[src/rtl/mips_boot_loader.sv]
// mips_boot_loader: program loader and result collector for the mips_32 core.
//
// Accepts a segmented word stream (header {base[31:16], count[15:0]} followed by
// count payload words), writes payload into the core's word memory, releases the
// core, waits for HALTED (or a cycle limit), reads one result word back and
// presents it with the run-cycle count on a valid/ready response port.
//
// Ports:
//   clk1, reset                     clock, synchronous active-high reset
//   s_valid/s_ready/s_data/s_last   program image stream
//   mem_we/mem_addr/mem_wdata       registered memory write port (also result read addr)
//   mem_rdata                       memory read data, one cycle after mem_addr
//   cpu_run/cpu_halted              core run enable / halted level
//   res_addr                        result word address, latched on RUN entry
//   res_valid/res_ready/res_data/res_cycles   response port
//   err                             sticky error flag
//   busy                            high in every state except IDLE
module mips_boot_loader #(
  parameter int unsigned ADDR_W     = 10,
  parameter int unsigned MAX_CYCLES = 4096
) (
  input  logic              clk1,
  input  logic              reset,
  input  logic              s_valid,
  output logic              s_ready,
  input  logic [31:0]       s_data,
  input  logic              s_last,
  output logic              mem_we,
  output logic [ADDR_W-1:0] mem_addr,
  output logic [31:0]       mem_wdata,
  input  logic [31:0]       mem_rdata,
  output logic              cpu_run,
  input  logic              cpu_halted,
  input  logic [ADDR_W-1:0] res_addr,
  output logic              res_valid,
  input  logic              res_ready,
  output logic [31:0]       res_data,
  output logic [15:0]       res_cycles,
  output logic              err,
  output logic              busy
);

  typedef enum logic [2:0] {
    StIdle,
    StLoad,
    StRun,
    StRead1,
    StRead2,
    StResp
  } state_t;

  localparam logic [16:0] DEPTH     = 17'(1 << ADDR_W);
  localparam logic [31:0] MAX_C     = 32'(MAX_CYCLES);

  state_t              r_state;
  logic                r_s_ready;
  logic                r_mem_we;
  logic [ADDR_W-1:0]   r_mem_addr;
  logic [31:0]         r_mem_wdata;
  logic                r_cpu_run;
  logic                r_res_valid;
  logic [31:0]         r_res_data;
  logic [15:0]         r_res_cycles;
  logic                r_err;
  logic                r_busy;
  logic [ADDR_W-1:0]   r_wr_addr;
  logic [15:0]         r_remain;
  logic                r_seg_bad;
  logic [ADDR_W-1:0]   r_res_addr;
  logic [31:0]         r_run_cnt;

  state_t              w_state_d;
  logic                w_set_err;
  logic                w_xfer;
  logic [15:0]         w_hdr_base;
  logic [15:0]         w_hdr_cnt;
  logic [16:0]         w_hdr_end;
  logic                w_hdr_bad;
  logic [31:0]         w_run_inc;
  logic                w_halt;
  logic                w_tmo;
  logic [15:0]         w_cyc_sat;

  assign w_xfer     = s_valid & r_s_ready;
  assign w_hdr_base = s_data[31:16];
  assign w_hdr_cnt  = s_data[15:0];
  assign w_hdr_end  = {1'b0, w_hdr_base} + {1'b0, w_hdr_cnt};
  // Base beyond the memory covers nonzero base[15:ADDR_W]; end beyond DEPTH
  // rejects segments that would wrap.
  assign w_hdr_bad  = ({1'b0, w_hdr_base} >= DEPTH) || (w_hdr_end > DEPTH);
  assign w_run_inc  = r_run_cnt + 32'd1;
  // HALTED from a previous program may still be high in the first RUN cycle.
  assign w_halt     = (r_run_cnt != 32'd0) && cpu_halted;
  assign w_tmo      = (w_run_inc >= MAX_C);
  assign w_cyc_sat  = (r_run_cnt > 32'h0000_FFFF) ? 16'hFFFF : r_run_cnt[15:0];

  always_comb begin
    w_state_d = r_state;
    w_set_err = 1'b0;
    unique case (r_state)
      StIdle: begin
        if (w_xfer) begin
          if (w_hdr_bad) w_set_err = 1'b1;
          if (w_hdr_cnt != 16'd0) begin
            if (s_last) begin
              w_set_err = 1'b1;
              w_state_d = StRun;
            end else begin
              w_state_d = StLoad;
            end
          end else if (s_last) begin
            w_state_d = StRun;
          end
        end
      end
      StLoad: begin
        if (w_xfer) begin
          if (r_remain == 16'd1) begin
            w_state_d = s_last ? StRun : StIdle;
          end else if (s_last) begin
            w_set_err = 1'b1;
            w_state_d = StRun;
          end
        end
      end
      StRun: begin
        if (w_halt) begin
          w_state_d = StRead1;
        end else if (w_tmo) begin
          w_set_err = 1'b1;
          w_state_d = StRead1;
        end
      end
      StRead1: w_state_d = StRead2;
      StRead2: w_state_d = StResp;
      StResp:  if (res_ready) w_state_d = StIdle;
      default: w_state_d = StIdle;
    endcase
  end

  always_ff @(posedge clk1) begin
    if (reset) begin
      r_state      <= StIdle;
      r_s_ready    <= 1'b0;
      r_mem_we     <= 1'b0;
      r_mem_addr   <= '0;
      r_mem_wdata  <= '0;
      r_cpu_run    <= 1'b0;
      r_res_valid  <= 1'b0;
      r_res_data   <= '0;
      r_res_cycles <= '0;
      r_err        <= 1'b0;
      r_busy       <= 1'b0;
      r_wr_addr    <= '0;
      r_remain     <= '0;
      r_seg_bad    <= 1'b0;
      r_res_addr   <= '0;
      r_run_cnt    <= '0;
    end else begin
      r_state   <= w_state_d;
      r_s_ready <= (w_state_d == StIdle) || (w_state_d == StLoad);
      r_busy    <= (w_state_d != StIdle);
      r_cpu_run <= (w_state_d == StRun);
      r_mem_we  <= 1'b0;
      if (w_set_err) r_err <= 1'b1;

      unique case (r_state)
        StIdle: begin
          if (w_xfer) begin
            r_wr_addr <= w_hdr_base[ADDR_W-1:0];
            r_remain  <= w_hdr_cnt;
            r_seg_bad <= w_hdr_bad;
          end
        end
        StLoad: begin
          if (w_xfer) begin
            if (!r_seg_bad) begin
              r_mem_we    <= 1'b1;
              r_mem_addr  <= r_wr_addr;
              r_mem_wdata <= s_data;
            end
            r_wr_addr <= r_wr_addr + ADDR_W'(1);
            r_remain  <= r_remain - 16'd1;
          end
        end
        StRun: begin
          r_run_cnt <= w_run_inc;
          // Present the result address during the first READ cycle.
          if (w_state_d != StRun) r_mem_addr <= r_res_addr;
        end
        StRead1: ;
        StRead2: begin
          r_res_data   <= mem_rdata;
          r_res_cycles <= w_cyc_sat;
          r_res_valid  <= 1'b1;
        end
        StResp: begin
          if (res_ready) r_res_valid <= 1'b0;
        end
        default: ;
      endcase

      if ((w_state_d == StRun) && (r_state != StRun)) begin
        r_run_cnt  <= '0;
        r_res_addr <= res_addr;
      end
    end
  end

  assign s_ready    = r_s_ready;
  assign mem_we     = r_mem_we;
  assign mem_addr   = r_mem_addr;
  assign mem_wdata  = r_mem_wdata;
  assign cpu_run    = r_cpu_run;
  assign res_valid  = r_res_valid;
  assign res_data   = r_res_data;
  assign res_cycles = r_res_cycles;
  assign err        = r_err;
  assign busy       = r_busy;

endmodule

[config.mk]
export PLATFORM = sky130hd
export DESIGN_NAME = mips_boot_loader
export DESIGN_NICKNAME = d
export VERILOG_FILES = /design/src/rtl/mips_boot_loader.sv
export SDC_FILE = /design/constraint.sdc
export NUM_CORES = 1
export LEC_CHECK = 0
export BUFFER_PORTS_ARGS = -buffer_cell sky130_fd_sc_hd__buf_2
export CAP_MARGIN = 20
export CORE_MARGIN = 2
export CORE_UTILIZATION = 50
export DETAILED_ROUTE_END_ITERATION = 7
export PLACE_DENSITY = 0.85
export SYNTH_ARGS = -nofsm -noshare
export SYNTH_HDL_FRONTEND = slang
export SYNTH_SLANG_ARGS = --single-unit
[constraint.sdc]
create_clock -name clk1 -period 3 [get_ports clk1]
set_input_delay 0.45 -clock clk1 [delete_from_list [all_inputs] [get_ports clk1]]
set_output_delay 0.45 -clock clk1 [all_outputs]
set_load 0.05 [all_outputs]
-- After elaboration in Yosys (flattened, before gate mapping)
Index checks and enable logic that the tools add are counted.
W data, S select, Z words.
- $add $sub $neg: 4
- magnitude comparators: 4
- eq/ne operators: 15
- multiplexer cells: 35
- bitwise logic cells: 4
- reduce and logical (&&, ||, !) cells: 19
- operators with widths (kind ; count):
    $mux W10 ; 5
    $mux W16 ; 3
    $pmux W10 S2 ; 2
    $add A32 B1 Y32 const B ; 1
    $ge A32 B13 Y1 const B ; 1
    $gt A32 B16 Y1 const B ; 1
    $pmux W16 S2 ; 1
    $reduce_bool A32 Y1 ; 1
    $mux W3 ; 8
    $pmux W3 S6 ; 1
    $add A16 B16 Y17 ; 1
    $gt A17 B11 Y1 const B ; 1
    $eq A16 B1 Y1 const B ; 1
    $ge A16 B11 Y1 const B ; 1
    $reduce_bool A16 Y1 ; 1
    $sub A16 B1 Y16 const B ; 1
    $mux W1 ; 11
    $add A10 B1 Y10 const B ; 1
    $ne A2 B2 Y1 const B ; 5
    $eq A3 B2 Y1 const B ; 3
    $eq A3 B1 Y1 const B ; 2
    $eq A3 B3 Y1 const B ; 2
    $logic_not A3 Y1 ; 2
    $ne A3 B2 Y1 const B ; 2
    14 further kinds ; 23
- register bits after elaboration: 168
- input bits: 80
- logic and storage cells: 97

-- Logic depth before layout (Yosys ltp)
Gate-level depths: netlist of the first run.
- word-level depth: 8
- mapped depth: 12
- gate-level depth less buffers: 11

-- Worst setup path after synthesis of the first run
No wires, ideal clock.
- path kind: input to register
- from: input port s_data[0]
- to: register r_err (netlist: err)
- data arrival time: 2.899 ns
- slack: -0.045 ns
- cell stages on the path: 11
- path through: ha_1 > fa_1 > a211oi_1 > o21ai_0 > and4_1 > a2111oi_0 > xnor2_1 > o41ai_1 > nand4_1 > a2111oi_0 > o311ai_0
- word-level cells in the longest chain between the ends: 8
- RTL lines (item ; RTL line ; text):
    start, declared ; 26 ; input logic [31:0] s_data,
    $add A16 B16 Y17 ; 87 ; assign w_hdr_end = {1'b0, w_hdr_base} + {1'b0, w_hdr_cnt};
    $gt A17 B11 Y1 ; 90 ; assign w_hdr_bad = ({1'b0, w_hdr_base} >= DEPTH) || (w_hdr_end > DEPTH);
    $logic_or A1 B1 Y1 ; 90 ;
    $mux W1 ; 103 ; if (w_hdr_bad) w_set_err = 1'b1;
    $mux W1 ; 105 ; if (s_last) begin
    $mux W1 * ; 104 ; if (w_hdr_cnt != 16'd0) begin
    $mux W1 * ; 102 ; if (w_xfer) begin
    $pmux W1 S3 * ; 100 ; unique case (r_state)
    end signal, assigned ; 152 ; r_err <= 1'b0;
    end signal, assigned ; 165 ; if (w_set_err) r_err <= 1'b1;
    end, declared ; 64 ; logic r_err;
Mark *: on every way between the ends. The rest lies on a longest branch, timed or not.
A chain may end at the register's enable or synchronous reset.

-- Final worst setup path of the first run
- from: register r_run_cnt[2]
- to: register r_busy (netlist: busy)
- word-level cells in the longest chain between the ends: 6
- RTL lines (item ; RTL line ; text):
    start, declared ; 70 ; logic [31:0] r_run_cnt;
    start signal, assigned ; 187 ; r_run_cnt <= w_run_inc;
    $add A32 B1 Y32 ; 91 ; assign w_run_inc = r_run_cnt + 32'd1;
    $ge A32 B13 Y1 ; 94 ; assign w_tmo = (w_run_inc >= MAX_C);
    $mux W3 ; 129 ; end else if (w_tmo) begin
    $mux W3 * ; 127 ; if (w_halt) begin
    $pmux W3 S6 * ; 100 ;
    $reduce_bool A3 Y1 * ; 162 ; r_busy <= (w_state_d != StIdle);
    end signal, assigned ; 162 ;
    end, declared ; 65 ; logic r_busy;
Marks and branches as above.

==> results of run 1 <==
[Yosys cell counts, drive strengths merged, types with 4 or more instances]
cell type / count / area [um^2]
buf: 13 / 61.3
a211oi: 13 / 97.6
nand2: 226 / 848
nand2b: 7 / 43.8
nand4: 24 / 165
and2: 4 / 25.0
o22ai: 7 / 43.8
a2111oi: 4 / 35.0
a311oi: 13 / 114
nor2: 106 / 398
a21oi: 120 / 601
xor2: 32 / 280
o21ai: 25 / 125
o221ai: 6 / 52.6
inv: 11 / 41.3
clkbuf: 62 / 233
ha: 21 / 263
xnor2: 9 / 78.8
o41ai: 5 / 58.8
a21o: 4 / 30.0
and3: 6 / 37.5
a31oi: 4 / 25.0
dfxtp: 168 / 3360
nand3: 31 / 160
or3: 12 / 75.1
nor2b: 7 / 43.8
mux2i: 4 / 40.0
nor4: 19 / 140
nor3: 53 / 265
[registers in the layout, indices dropped and copies added (netlist names)]
signal and flops:
mem_addr 10, r_wr_addr 10, mem_we 1, res_data 32, res_valid 1, r_seg_bad 1
r_remain 16, err 1, busy 1, mem_wdata 32, cpu_run 1, r_res_addr 10
res_cycles 16, r_state 3, s_ready 1, r_run_cnt 32
[timing repair]
item                                    in CTS  in global routing
setup buffers                                0                  1
endpoints found under the setup margin       1                 12
gates resized for setup                      1                 14
pin swaps                                    0                  4
[worst max-delay path by stage]
stage | depth (start not counted) | startpoint | end | slack [ns]
after floorplan | 11 | s_data[0] | err | 0.05
after global placement | 12 | s_data[0] | err | -0.29
after detailed placement | 12 | s_data[0] | err | -0.47
after CTS | 12 | s_data[0] | err | 0.01
after global routing | 10 | r_run_cnt[1] | busy | -0.10
final | 9 | r_run_cnt[2] | busy | 0.06
[power groups by stage]
stage / combinational [uW] / sequential, uW / clock [uW]
3_3_place_gp: 673 / 2380 / 0
4_1_cts: 690 / 2330 / 2210
3_5_place_dp: 682 / 2380 / 0
2_1_floorplan: 383 / 2440 / 0
5_1_grt: 771 / 2340 / 2300
6_report: 705 / 2340 / 2190
[area by class of cell]
cell class                 count  area (um^2)  share of cell area, %
multi-input combinational    810         4520                   44.8
sequential                   168         3370                   33.4
timing repair buffer         232         1310                   12.9
clock buffer                  20          457                   4.52
tap                          216          270                   2.68
clock inverter                12          129                   1.28
inverter                      12         45.0                  0.446
[routing by layer]
metal	up-vias	wire length, um
met4	0	994
met5	-	0
met1	4055	10100
li1	4096	-
met3	78	1730
met2	417	11800
[through the flow]
| step | std cells | setup TNS (ns) | cell area [um^2] | util, % |
|---|---|---|---|---|
| floorplan | 1065 | 0 | 8170 | - |
| global placement | 1437 | -0.295 | 9450 | 59.3 |
| detailed placement | 1437 | -0.595 | 9450 | 59.3 |
| CTS | 1469 | 0 | 10000 | 63.0 |
| global route | 1470 | -0.753 | 10100 | 63.4 |
| finish | 1470 | 0 | 10100 | 63.4 |
[worst max-delay path: stages, from the launching register on]
cell and delay (ns):
dfxtp_1 0.49, nand2_1 0.23, nor4_4 0.31, buf_4 0.21
nand4_1 0.12, xor2_1 0.22, nand4_1 0.20, o41ai_4 0.47
a221oi_1 0.15, or3_1 0.40
[cell families (layout without fill, tap and decap cells)]
kind of cell	after synthesis	count (layout)	share of synthesized area [%]
muxes	5	5	0.628
buffers and inverters	87	276	4.15
AOI/OAI and AO/OA	231	231	17.6
xor gates and xnor gates	41	41	4.40
adders and majority gates	22	22	3.46
DFF	168	168	41.2
and+or+nand+nor	511	511	28.6
==> run_results.csv, run 1 <==
group,metric,value,unit
outcome,status,"complete, no violations",
timing,timing.final.ws_setup,0.0639,ns
final_layout,synthToLayoutAreaGrowth,23.7,%
synth,ys_types,65,
setup_path,r2r_slack,0.06,ns
pwr,power_frac_seq,44.7,%
global_routing,grt_pass1_wl,39.0,mm
drt,route.vias.total,8646,
timing,rsz0062_at_grt,"yes",
drt,vias_per_cell,5.88,
cts,cts_max_level,4,
setup_path,r2r_end,"busy",
setup_path,worstPathArrival,3.22,ns
floorplan,rows,46,
setup_path,startpoint_type,"register",
cts,clkLatencyLatePin,0.43,ns
timing,final_max_slew_viol_count,0,
timing,relSlewSlack,56.4,%
cts,holdBufCountCts,0,
synth,avgSynthCellArea,7.66,um^2
global_routing,grt_max_degree,64,
timing,finalSetupViolCount,0,
global_routing,grt_antenna_before_repair,0,
pwr,p_leak,0.00413,uW
final_layout,diodes,0,
synth,async_flop_share,0,%
pwr,p_int,3760,uW
final_layout,fill_cells,1355,
pwr,sw_frac_of_total,28.1,%
floorplan,dieHeight,132,um
drt,first_pass_iters,5,
timing,worstMarginPinSlew,0.653,ns
cts,cts_buffers,17,
timing,fin_crit,2.94,ns
place,portBuffers,175,
pwr,vdd.ir_drop.worst,0.461,mV
floorplan,start_util,51.2,%
cts,clockBufferDepth,2,
final_layout,nNetsFinal,1343,
synth,ys_warn_count,0,
place,gp_congestion,0.928,
global_routing,grt_pass1_vias,7910,
final_layout,layout_common_cells,"nand2_1, buf_2, dfxtp_1",
min_path,whs_path_depth,3,
setup_path,crit_fanout,8,
timing,hold_violations,0,
global_routing,grt_busiest_layer,"met2",
timing,max_clock_freq,0.341,GHz
floorplan,core_area,15900,um^2
global_routing,met2_usage,44.3,%
synth,synthesis.area,8160,um^2
min_path,min_to,"res_data[0]",
global_routing,grtUsageMet3,5.42,%
synth,ys_seq_area_share,41.2,%
cts,clockRootBuffer,"clkbuf_16",
pwr,power_density,518,nW/um^2
global_routing,grt_use_total,27.2,%
setup_path,worst_setup_path_end_kind,"register",
synth,synth-edff-count,0,
global_routing,overflow,0,
job,maxCapViolCount,0,
place,dp_hpwl,16.9,mm
drt,drt-total-wl,24.6,mm
synth,syn_inst,1065,
timing,fin_crit_sh,97.9,%
cts,clock_sinks,168,
place,pre_cts_ws,-0.474,ns
global_routing,globalRouteMet1Util,34.7,%
setup_path,critPathRequiredTime,3.29,ns
setup_path,critical_path_class,"reg -> reg",
drt,drc,0,
final_layout,layout_commonest_cell,"nand2_1",
timing,holdWs,0.252,ns
synth,synth_nets,1167,
pwr,clockPowerShare,41.9,%
floorplan,io_pins,176,
setup_path,r2r-start,"r_run_cnt[2]",
floorplan,dieArea,17400,um^2
cts,cts.clk_slew.worst_paths,0.07,ns
cts,cts_tree,"yes",
pwr,p_total,5230,uW
pwr,p_comb_share,13.5,%
min_path,hold_class,"in -> reg",
drt,ant_nets,0,
setup_path,r2r_cells,9,
min_path,worstHoldStart,"mem_rdata[0]",
timing,fin_skew,0.00934,ns
pwr,switching_power,1470,uW
synth,synthFlopType,"dfxtp_1",
synth,ys_ff_latch,168,
drt,wire_per_inst,16.7,um
drt,drtIter0Drc,1064,
final_layout,drive_gt1_share,23.0,%
floorplan,dieWidth,132,um
(Power assumes the default switching activity.)
==> inputs of run 2 (changes only) <==
- ABC_AREA: default -> 1
- PLACE_DENSITY: 0.85 -> 0.84
==> run_results.csv, run 2 <==
group,metric,value,unit
timing,fin_skew,0.00824,ns
drt,ant_nets,0,
place,portBuffers,175,
synth,yosys.area.top_type,"dfxtp_1",
global_routing,grt_max_degree,63,
min_path,min_to,"res_data[13]",
drt,wire_per_inst,14.7,um
final_layout,drive_gt1_share,18.5,%
synth,synth-edff-count,0,
drt,route.vias.total,9320,
setup_path,cp_slowest_cell,"dfxtp_1",
synth,synthesis.area,8900,um^2
global_routing,grt_antenna_before_repair,1,
place,pre_cts_ws,0.384,ns
pwr,p_leak,0.00514,uW
setup_path,worst_setup_path_end_kind,"register",
setup_path,worstPathArrival,2.76,ns
timing,relSlewSlack,50.7,%
global_routing,grt_use_total,26.9,%
job,maxCapViolCount,0,
synth,synth_commonest_cells,"nand2_1, nor2_1, dfxtp_1",
drt,drt-total-wl,25.3,mm
synth,synth_most_common_cell,"nand2_1",
cts,postCtsSetupBuffers,0,
cts,clockRootBuffer,"clkbuf_16",
final_layout,layout_commonest_cell,"nand2_1",
cts,cts_buffers,17,
synth,syn_inst,1325,
min_path,hold_class,"in -> reg",
timing,final_max_slew_viol_count,0,
min_path,worstHoldStart,"mem_rdata[13]",
drt,first_pass_iters,6,
synth,synth_nets,1427,
floorplan,dieArea,18900,um^2
final_layout,final_core_util,60.8,%
pwr,power_density,537,nW/um^2
synth,ys_types,47,
setup_path,startpoint_type,"register",
timing,fin_crit,2.43,ns
min_path,whs_path_depth,3,
place,gp_congestion,0.941,
setup_path,r2r_end,"busy",
synth,ys_ff_latch,168,
setup_path,critical_path_class,"reg -> reg",
setup_path,r2r_slack,0.57,ns
synth,ys_warn_count,0,
cts,cts_resized,0,
place,dp.cells,1686,
setup_path,r2r-start,"r_run_cnt[0]",
floorplan,core_area,17400,um^2
timing,rsz0062_at_grt,"no",
synth,async_flop_share,0,%
setup_path,critPathRequiredTime,3.34,ns
cts,holdBufCountCts,0,
timing,hold_violations,0,
cts,cts_max_level,4,
synth,synthFlopType,"dfxtp_1",
floorplan,rows,48,
setup_path,path_common_cell,"nand3_2",
timing,max_clock_freq,0.412,GHz
cts,cts_tree,"yes",
timing,fin_crit_sh,81.0,%
drt,vias_per_cell,5.42,
drt,drc,0,
setup_path,path_cells,"ha_1 > nand3_2 > inv_2 > nand4_1 > o21ai_0 > nand2_1 > nor2_1 > nand3_2 > nor2_2 > nand3_2 > nand2_4 > nand2_1 > o21a_1",
outcome,status,"complete, no violations",
cts,cts.clk_slew.worst_paths,0.07,ns
timing,tns,0,ns
setup_path,critPathMaxStageDelay,0.40,ns
setup_path,crit_family,"simple AND/OR/NAND/NOR gates",
synth,ys_seq_area_share,37.8,%
floorplan,start_util,51.3,%
setup_path,crit_fanout,22,
place,dp_hpwl,18.3,mm
global_routing,grt_pass1_wl,40.6,mm
timing,finalSetupViolCount,0,
global_routing,overflow,0,
timing,timing.final.ws_setup,0.571,ns
setup_path,r2r_cells,13,
pwr,vdd.ir_drop.worst,0.464,mV
global_routing,grt_pass1_vias,8545,
floorplan,dieHeight,137,um
final_layout,fin_cells,1719,
synth,netlist.area_leader.share,37.8,%
floorplan,dieWidth,137,um
final_layout,nNetsFinal,1582,
final_layout,layout_common_cells,"nand2_1, nor2_1, buf_2",
drt,drtIter0Drc,719,
cts,clock_sinks,168,
synth,avgSynthCellArea,6.72,um^2
synth,synthTopCellsByArea,"dfxtp_1, nand2_1, nor2_1, o21ai_0, inv_1",
cts,clockBufferDepth,2,
timing,worstMarginPinSlew,0.739,ns
setup_path,cp_num_buf_inv,1,
floorplan,io_pins,176,
cts,clkLatencyLatePin,0.44,ns
final_layout,synthToLayoutAreaGrowth,18.5,%
-- run 2: report_power, final --
group	internal (uW)	switching [uW]
registers	2320	65.5
clock network	1330	989
logic	300	660
total	3950	1710
-- run 2: routing by layer --
metal	GRT usage (%)	routed length [um]
met3	5.59	2020
met2	42.7	11400
met4	10.4	676
met5	0	0
met1	35.9	11200
-- run 2: logic make-up (layout without fill, tap and decap cells) --
family                   count (synthesis)  count (layout)  share of synthesized area [%]
AO/OA/AOI/OAI                          266             266                           17.0
XOR/XNOR                                11              11                           1.08
adder cells (fa/ha/maj)                 22              22                           3.18
buffers and inverters                  220             388                           9.94
flip-flops                             168             168                           37.8
other                                    0               1                              0
AND/OR/NAND/NOR                        638             638                           31.0
-- run 2: metrics by stage --
stage	instance area, um^2	total power, uW	hold WS (ns)
after floorplan	8900	3100	0.450
after global placement	9930	3350	0.450
after detailed placement	9930	3370	0.453
after CTS	10500	5670	0.220
after global routing	10500	5910	0.225
final	10500	5660	0.229
-- run 2: worst max-delay path by stage --
stage / depth (start not counted) / startpoint / to / slack, ns
after global routing: 15 / r_run_cnt[0] / busy / 0.41
after floorplan: 15 / s_data[0] / err / 0.68
after detailed placement: 16 / s_data[0] / err / 0.38
after global placement: 16 / s_data[0] / err / 0.40
after CTS: 15 / r_run_cnt[0] / busy / 0.57
final: 13 / r_run_cnt[0] / busy / 0.57
-- run 2: worst reg2reg max path: stages (launching register included) --
cell and delay [ns]:
dfxtp_1 0.40, ha_1 0.23, nand3_2 0.13, inv_2 0.11, nand4_1 0.15, o21ai_0 0.20
nand2_1 0.08, nor2_1 0.16, nand3_2 0.11, nor2_2 0.14, nand3_2 0.11, nand2_4 0.22
nand2_1 0.10, o21a_1 0.18
-- run 2: cell type report --
cell class,instances,area (um^2)
Sequential cell,168,3360
Timing Repair Buffer,192,1000
Tap cell,225,282
Antenna cell,1,2.50
Clock buffer,18,429
Multi-Input combinational cell,937,4660
Inverter,164,616
Clock inverter,14,185
Fill cell,1561,6810
